<file path="src/rtl/mtstb_sync_chain.sv">
// Destination-domain N-stage synchroniser for an asynchronous bus, with optional Gray decode,
// change/multi-bit-change detection, and a simulation-only metastability imitation at the capture stage.
module mtstb_sync_chain #(
    parameter int WIDTH     = 4,
    parameter int STAGES    = 2,
    parameter int MTSTB_PCT = 20,
    parameter int GRAY_MODE = 0,
    parameter int CNT_WIDTH = 16
) (
    input  logic                 clk_i,
    input  logic                 rstn_i,
    input  logic [WIDTH-1:0]     async_value_i,
    input  logic                 mtstb_en_i,
    input  logic                 clr_cnt_i,
    output logic [WIDTH-1:0]     sync_value_o,
    output logic [WIDTH-1:0]     sync_bin_o,
    output logic                 changed_o,
    output logic                 multi_bit_err_o,
    output logic [CNT_WIDTH-1:0] mtstb_cnt_o,
    output logic [CNT_WIDTH-1:0] err_cnt_o
);
    localparam logic [CNT_WIDTH-1:0] CNT_MAX = '1;

    logic [WIDTH-1:0] ideal_q;
    logic [WIDTH-1:0] delta;
    logic [WIDTH-1:0] cap_q;
    logic [WIDTH-1:0] prev_out;
    logic [WIDTH-1:0] chain_q [STAGES-1];
    logic             multi_bit;

    assign delta     = async_value_i ^ ideal_q;
    assign multi_bit = $countones(delta) > 1;

`ifndef SYNTHESIS
    function automatic logic [WIDTH-1:0] rand_bits();
        logic [WIDTH-1:0] r;
        r = '0;
        for (int i = 0; i < WIDTH; i++) r[i] = 1'($urandom_range(0, 1));
        return r;
    endfunction
`endif

    // Capture stage; the random draw is only taken when some input bit actually moved.
    always_ff @(posedge clk_i or negedge rstn_i) begin
        if (!rstn_i) begin
            cap_q       <= '0;
            mtstb_cnt_o <= '0;
        end else begin
            cap_q <= async_value_i;
            if (clr_cnt_i) mtstb_cnt_o <= '0;
`ifndef SYNTHESIS
            if (mtstb_en_i && (|delta) && (MTSTB_PCT > int'($urandom_range(0, 99)))) begin
                cap_q <= (async_value_i & ~delta) | (rand_bits() & delta);
                if (!clr_cnt_i && mtstb_cnt_o != CNT_MAX) mtstb_cnt_o <= mtstb_cnt_o + 1'b1;
            end
`endif
        end
    end

    always_ff @(posedge clk_i or negedge rstn_i) begin
        if (!rstn_i) begin
            for (int k = 0; k < STAGES-1; k++) chain_q[k] <= '0;
        end else begin
            chain_q[0] <= cap_q;
            for (int k = 1; k < STAGES-1; k++) chain_q[k] <= chain_q[k-1];
        end
    end

    assign sync_value_o = chain_q[STAGES-2];

    always_ff @(posedge clk_i or negedge rstn_i) begin
        if (!rstn_i) begin
            ideal_q         <= '0;
            prev_out        <= '0;
            multi_bit_err_o <= 1'b0;
            err_cnt_o       <= '0;
        end else begin
            ideal_q         <= async_value_i;
            prev_out        <= sync_value_o;
            multi_bit_err_o <= multi_bit;
            if (clr_cnt_i)
                err_cnt_o <= '0;
            else if (multi_bit && err_cnt_o != CNT_MAX)
                err_cnt_o <= err_cnt_o + 1'b1;
        end
    end

    assign changed_o = |(sync_value_o ^ prev_out);

    generate
        if (GRAY_MODE != 0) begin : g_gray
            always_comb begin
                sync_bin_o = '0;
                for (int i = 0; i < WIDTH; i++) sync_bin_o[i] = ^(sync_value_o >> i);
            end
        end else begin : g_bin
            assign sync_bin_o = sync_value_o;
        end
    endgenerate

`ifndef SYNTHESIS
    // A Gray-coded source must never move more than one bit between samples.
    always @(posedge clk_i) begin
        if (GRAY_MODE != 0 && rstn_i)
            assert (!multi_bit)
            else $error("gray-code violation: %0d bits changed in one sample", $countones(delta));
    end
`endif

endmodule

</file>
<file path="config.mk">
export PLATFORM = sky130hd
export DESIGN_NAME = mtstb_sync_chain
export DESIGN_NICKNAME = d
export VERILOG_FILES = /design/src/rtl/mtstb_sync_chain.sv
export SDC_FILE = /design/constraint.sdc
export NUM_CORES = 1
export LEC_CHECK = 0
export CAP_MARGIN = 5
export CORE_AREA = 2 2 62 64
export DETAILED_ROUTE_END_ITERATION = 8
export DIE_AREA = 0 0 64 66
export GPL_ROUTABILITY_DRIVEN = 1
export GPL_TIMING_DRIVEN = 1
export PLACE_DENSITY = 0.76
export REMOVE_ABC_BUFFERS = 1
export SLEW_MARGIN = 20
export SYNTH_ARGS = -nofsm -noshare
export SYNTH_HDL_FRONTEND = slang
export SYNTH_SLANG_ARGS = --single-unit
</file>
<file path="constraint.sdc">
create_clock -name clk_i -period 4.4 [get_ports clk_i]
set_clock_uncertainty 0.05 [all_clocks]
set_input_delay 0.88 -clock clk_i [delete_from_list [all_inputs] [get_ports clk_i]]
set_output_delay 0.88 -clock clk_i [all_outputs]
set_load 0.005 [all_outputs]
</file>
==> qor.yml, run 1 <==
vias: 1206
grt.overflow.total: 0
grt_use_met1_pct: 20.0
core_um2: 3550
clockBufferDepth: 2
die_h_um: 66
synthToLayoutAreaGrowth_pct: 22.2
synth_top_area_share_pct: 47.1
viasPerCell: 5.34
yosysUniqueCellTypes: 35
insertion_delay_ps: 330
grt_max_degree: 30
min_period_ps: 2950
cts-root-buf: "clkbuf_4"
synth_warnings: 0
busiest_layer: "met2"
cts_setup_buffers: 0
final_util_pct: 53.1
drt_iter0_markers: 42
globalRouteTotalUtil_pct: 16.5
cp-start-kind: "input port"
power_density_nw_per_um2: 317
p_leak_nw: 0.756
worst_slew_pin_slew_ps: 974
hp-class: "reg2reg"
max_freq_ghz: 0.339
cts.hold.buffers_added: 0
synth.most_common_cell: "dfrtp_1"
synth-edff-count: 0
initial_core_util_pct: 43.4
grt_pass1_wl_mm: 5.33
first_global_vias: 1118
worst-path-max-fanout: 27
cts.clk_slew.worst_paths_ps: 90
top_level_ports: 50
antenna_found_initial: 0
status: "completed"
die_area_um2: 4220
antenna_cells: 0
cts_tree: "yes"
finalCritPeriodShare_pct: 67.1
use_met3_pct: 2.90
numPortBuffers: 32
finalPower_mw: 0.597
nNetsFinal: 187
fp.dieW_um: 64
yosys-top-cells-area: "dfrtp_1, buf_4, a21oi_1"
dp_hpwl_mm: 2.23
hold_violations: 0
dr.pass1.iters: 4
end_kind: "flip-flop"
setup_violations: 0
routabilityCongestion: 0.771
rsz0062_at_grt: "false"
slew_violations: 0
routed_wl_mm: 3.11
avgSynthCellArea_um2: 10.5
async_flop_share_pct: 100
yosysSeqAreaShare_pct: 47.1
cts.sinks: 29
cts_buffers: 5
detail_route.wl_per_cell_um: 13.8
htreeDepth: 2
ant_nets: 0
num_rows: 22
required_ps: 4600
ys_ff_latch: 29
cp.arrival_ps: 3150
slew_headroom_pct: 34.5
vdd_drop_max_mv: 0.253
syn_area_um2: 1540
layout-drive-gt1-share_pct: 7.87
ctsResizeCount: 0
syn-instance-count: 147
drv_cap: 0
synth_area_leader_cell: "dfrtp_1"
criticalPathCategory: "in2reg"
synth_common_cells: "dfrtp_1, buf_4, a21oi_1, o31ai_1, or4_1"
ys.flop_type: "dfrtp_1"
drc: 0
grtUsageMet2_pct: 27.9
setup_tns_ps: 0
-- stage by stage --
stage	instance area [µm²]	instances	worst slack [ps]	hold WS, ps
6_report	1880	226	1450	353
5_1_grt	1880	226	1350	367
4_1_cts	1880	226	1440	352
3_5_place_dp	1800	218	1090	332
3_3_place_gp	1800	218	1180	331
2_1_floorplan	1400	136	1340	322
-- area by class of cell --
class	instances	area (µm²)
sequential	29	726
clock buffer	7	55.1
fill	330	1670
tap	48	60.1
timing repair buffer	34	335
multi-input combinational	104	667
inverter	3	11.3
clock inverter	1	30.0
-- where the power goes --
group / switching (mW) / total (mW) / internal, mW
combinational: 0.0427 / 0.0798 / 0.0371
clock: 0.0937 / 0.229 / 0.136
sequential: 0.0102 / 0.288 / 0.278
total: 0.147 / 0.597 / 0.450
-- metal layers --
layer,part of all wire (%),vias up
met2,49,39
met4,2.4,0
met5,0,-
met3,4.1,8
met1,44,603
li1,-,556
-- flip-flops by register name (all words and copies together), names as in the netlist --
signal	count
prev_out	4
sync_bin_o	4
multi_bit_err_o	1
err_cnt_o	16
ideal_q	4
-- worst max-delay path, cell delays in order --
cell             delay, ps
clkdlybuf4s50_1        450
xor2_1                 180
fa_1                   540
a21oi_1                 60
buf_4                  220
or4_2                  650
a21oi_1                170
-- kinds of logic (layout without fill, tap and decap cells) --
kind of cell,after synthesis,after routing,synth area share [%]
flops,29,29,47.1
fa+ha+maj,2,2,2.11
simple gates,49,49,19.7
buf+inv,29,45,13.3
compound gates,24,24,9.33
other cells,1,16,0.243
mux,5,5,3.65
xor+xnor,8,8,4.54
-- path summary, 6_finish.rpt --
| path | start | end | slack (ps) | cells past startpoint |
|---|---|---|---|---|
| min in group asynchronous | rstn_i | err_cnt_o[2] | 870 | 2 |
| min reg2reg | ideal_q[3] | sync_bin_o[3] | 350 | 0 |
| max reg2reg | ideal_q[0] | err_cnt_o[3] | 2030 | 6 |
| max | async_value_i[0] | err_cnt_o[3] | 1450 | 7 |
| max in group asynchronous | rstn_i | err_cnt_o[10] | 3160 | 2 |
| min | ideal_q[3] | sync_bin_o[3] | 350 | 0 |
-- placed cells by master (no fill, tap or decap), types with 2 or more instances in the layout --
| cell type | synthesis | layout |
|---|---|---|
| clkdlybuf4s50_1 | 0 | 32 |
| dfrtp_1 | 29 | 29 |
| conb_1 | 1 | 16 |
| a21oi_1 | 12 | 12 |
| or4_1 | 7 | 7 |
| o31ai_1 | 7 | 7 |
| nor2_1 | 6 | 6 |
| nand3_1 | 5 | 5 |
| nand2_1 | 5 | 5 |
| nor2b_1 | 5 | 5 |
| clkbuf_4 | 0 | 5 |
| xor2_1 | 4 | 4 |
| xnor2_1 | 4 | 4 |
| nand4_1 | 4 | 4 |
| mux2_1 | 4 | 4 |
| inv_1 | 3 | 3 |
| nor4_1 | 3 | 3 |
| o21ai_0 | 3 | 3 |
| or3_1 | 3 | 3 |
| nor3_1 | 2 | 2 |
| nor4b_1 | 2 | 2 |
| buf_4 | 21 | 2 |
Power figures use the tool's default switching activity.
==> inputs of run 2 (changes only) <==
==> constraint.sdc (replaced) <==
create_clock -name clk_i -period 2.9 [get_ports clk_i]
set_clock_uncertainty 0.05 [all_clocks]
set_input_delay 0.58 -clock clk_i [delete_from_list [all_inputs] [get_ports clk_i]]
set_output_delay 0.58 -clock clk_i [all_outputs]
set_load 0.005 [all_outputs]
==> run 2 against run 1 <==
Via count increased by 0.91%. Worst setup slack got worse by 1100 ps. Utilization increased by 0.95 points. Critical path depth unchanged. Hold slack got worse by 3.5 ps. First-iteration DRC count increased by 36%. Routed wire length increased by 4.1%. Sequential power increased by 51%. Register-to-register slack got worse by 1400 ps. Highest routed layer unchanged.
==> qor.yml, run 2 (same netlist as run 1, synthesis figures left out) <==
crit_path_cell_trace: "clkdlybuf4s50_1, xor2_1, fa_1, a21oi_1, buf_4, or4_2, a21oi_1"
hold_violations: 0  # unchanged
detail_route.wl_per_cell_um: 14.1  # +2.3%
cts_setup_buffers: 0  # unchanged
seqCellArea_um2: 726  # unchanged
worst_slew_pin_slew_ps: 689  # -285 ps
routabilityCongestion: 0.821  # +6.5%
fill_cells: 323  # -2.1%
crit_slowest_cell: "or4_2"
top_level_ports: 50  # unchanged
dr.pass1.iters: 4  # unchanged
final_common_cell: "clkdlybuf4s50_1"
finalCritPeriodShare_pct: 88.5
die_h_um: 66  # unchanged
cts.hold.buffers_added: 0  # unchanged
grt_max_degree: 30  # unchanged
max_freq_ghz: 0.390
largest-register: "err_cnt_o"
setup_violations: 0  # unchanged
slew_headroom_pct: 53.7  # +19 points
p_int_mw: 0.691  # +53%
cts.clk_slew.worst_paths_ps: 100  # about the same
swShare_pct: 25.1  # +0.54 points
clockBufferDepth: 2  # unchanged
drc: 0  # unchanged
finalPower_mw: 0.922  # +54%
first_global_vias: 1159  # +3.7%
drt_iter0_markers: 57  # +36%
grt_pass1_wl_mm: 5.42  # +1.7%
die_area_um2: 4220  # unchanged
vdd_drop_max_mv: 0.392  # +55%
cts_tree: "yes"
grt.overflow.total: 0  # unchanged
rsz0062_at_grt: "false"
vias: 1217  # +0.91%
slew_violations: 0  # unchanged
criticalPathCategory: "in2reg"
routed_wl_mm: 3.24  # +4.1%
nNetsFinal: 191  # +2.1%
worst-path-max-fanout: 5  # -81%
cts-root-buf: "clkbuf_4"
insertion_delay_ps: 330  # about the same
dp_hpwl_mm: 2.37  # +6.3%
p_sw_mw: 0.231  # +58%
largest_reg_flops: 16  # unchanged
synthToLayoutAreaGrowth_pct: 24.4
postPlaceCellArea_um2: 1830  # +1.7%
final_area_um2: 1920  # +1.8%
p_leak_nw: 0.775  # +2.5%
path_common_cell: "a21oi_1"
ctsResizeCount: 0  # unchanged
numPortBuffers: 32  # unchanged
ant_nets: 0  # unchanged
viasPerCell: 5.29  # -0.84%
min_period_ps: 2570
p_seq_share_pct: 47.3  # -0.9 points
hold-worst-slack_ps: 349  # -3.46 ps
cts_buffers: 5  # unchanged
layout-drive-gt1-share_pct: 10.4  # +2.6 points
critPathMaxStageDelay_ps: 630  # -20 ps
fp.dieW_um: 64  # unchanged
antenna_found_initial: 0  # unchanged
status: "completed"
num_rows: 22  # unchanged
cp-start-kind: "input port"
htreeDepth: 2  # unchanged
cp.arrival_ps: 2780  # -370 ps
antenna_cells: 0  # unchanged
initial_core_util_pct: 43.4  # unchanged
globalRouteTotalUtil_pct: 17.0  # +0.56 points
final_cell_mix: "clkdlybuf4s50_1, dfrtp_1, conb_1"
power_density_nw_per_um2: 481  # +52%
combPwrFrac_pct: 14.3  # +0.9 points
end_kind: "flip-flop"
drv_cap: 0  # unchanged
cts.sinks: 29  # unchanged
hp-class: "reg2reg"
clkPwrFrac_pct: 38.3  # about the same
r2r_setup_slack_ps: 630  # -1400 ps
multi_input_area_um2: 667  # unchanged
core_um2: 3550  # unchanged
required_ps: 3110  # -1490 ps
-- run 2: cell count changes in the layout (fill, tap and decap cells not counted) --
cell	before	now
clkinvlp_4	0	1
buf_4	2	6
clkbuf_1	1	0
-- run 2: final timing paths --
check / from / to / cells after the start
max: async_value_i[0] / err_cnt_o[3] / 7
min: ideal_q[0] / sync_bin_o[0] / 0
max reg2reg: ideal_q[0] / err_cnt_o[3] / 6
min reg2reg: ideal_q[0] / sync_bin_o[0] / 0
max in group asynchronous: rstn_i / err_cnt_o[7] / 2
min in group asynchronous: rstn_i / sync_bin_o[0] / 2
-- run 2: layout make-up --
| class | count | share of cell area [%] |
|---|---|---|
| Clock buffer | 6 | 2.67 |
| Clock inverter | 2 | 1.96 |
| Inverter | 3 | 0.587 |
| Multi-Input combinational cell | 104 | 34.8 |
| Sequential cell | 29 | 37.8 |
| Tap cell | 48 | 3.13 |
| Timing Repair Buffer | 38 | 19.0 |
-- run 2: power by group through the flow --
stage	Combinational [mW]	Sequential (mW)	Clock (mW)
6_report	0.132	0.436	0.353
5_1_grt	0.148	0.440	0.380
4_1_cts	0.133	0.437	0.363
3_5_place_dp	0.133	0.445	0
3_3_place_gp	0.126	0.444	0
2_1_floorplan	0.0485	0.444	0
-- run 2: critical path: cells and delay by family --
kind	cells	cell delay, ps
XOR/XNOR	1	180
AND/OR/NAND/NOR	1	630
adder cells (fa/ha/maj)	1	540
AO/OA/AOI/OAI	2	240
buffers and inverters	2	610
-- run 2: routing by layer --
layer | vias to the layer above | share of wire [%] | GRT usage, %
li1 | 566 | - | -
met1 | 604 | 42 | 20.5
met2 | 40 | 50 | 27.7
met3 | 7 | 4.6 | 4.43
met4 | 0 | 3.1 | 9.51
met5 | - | 0 | 0
-- run 2: through the flow --
| stage | setup TNS, ps | utilization (%) | instances | setup slack, ps |
|---|---|---|---|---|
| 6_report | 0 | 54.0 | 230 | 333 |
| 4_1_cts | 0 | 54.0 | 230 | 339 |
| 3_3_place_gp | 0 | 51.5 | 222 | 25.0 |
| 2_1_floorplan | 0 | - | 136 | 137 |
| 5_1_grt | 0 | 54.0 | 230 | 236 |
| 3_5_place_dp | -9.24 | 51.5 | 222 | -3.40 |
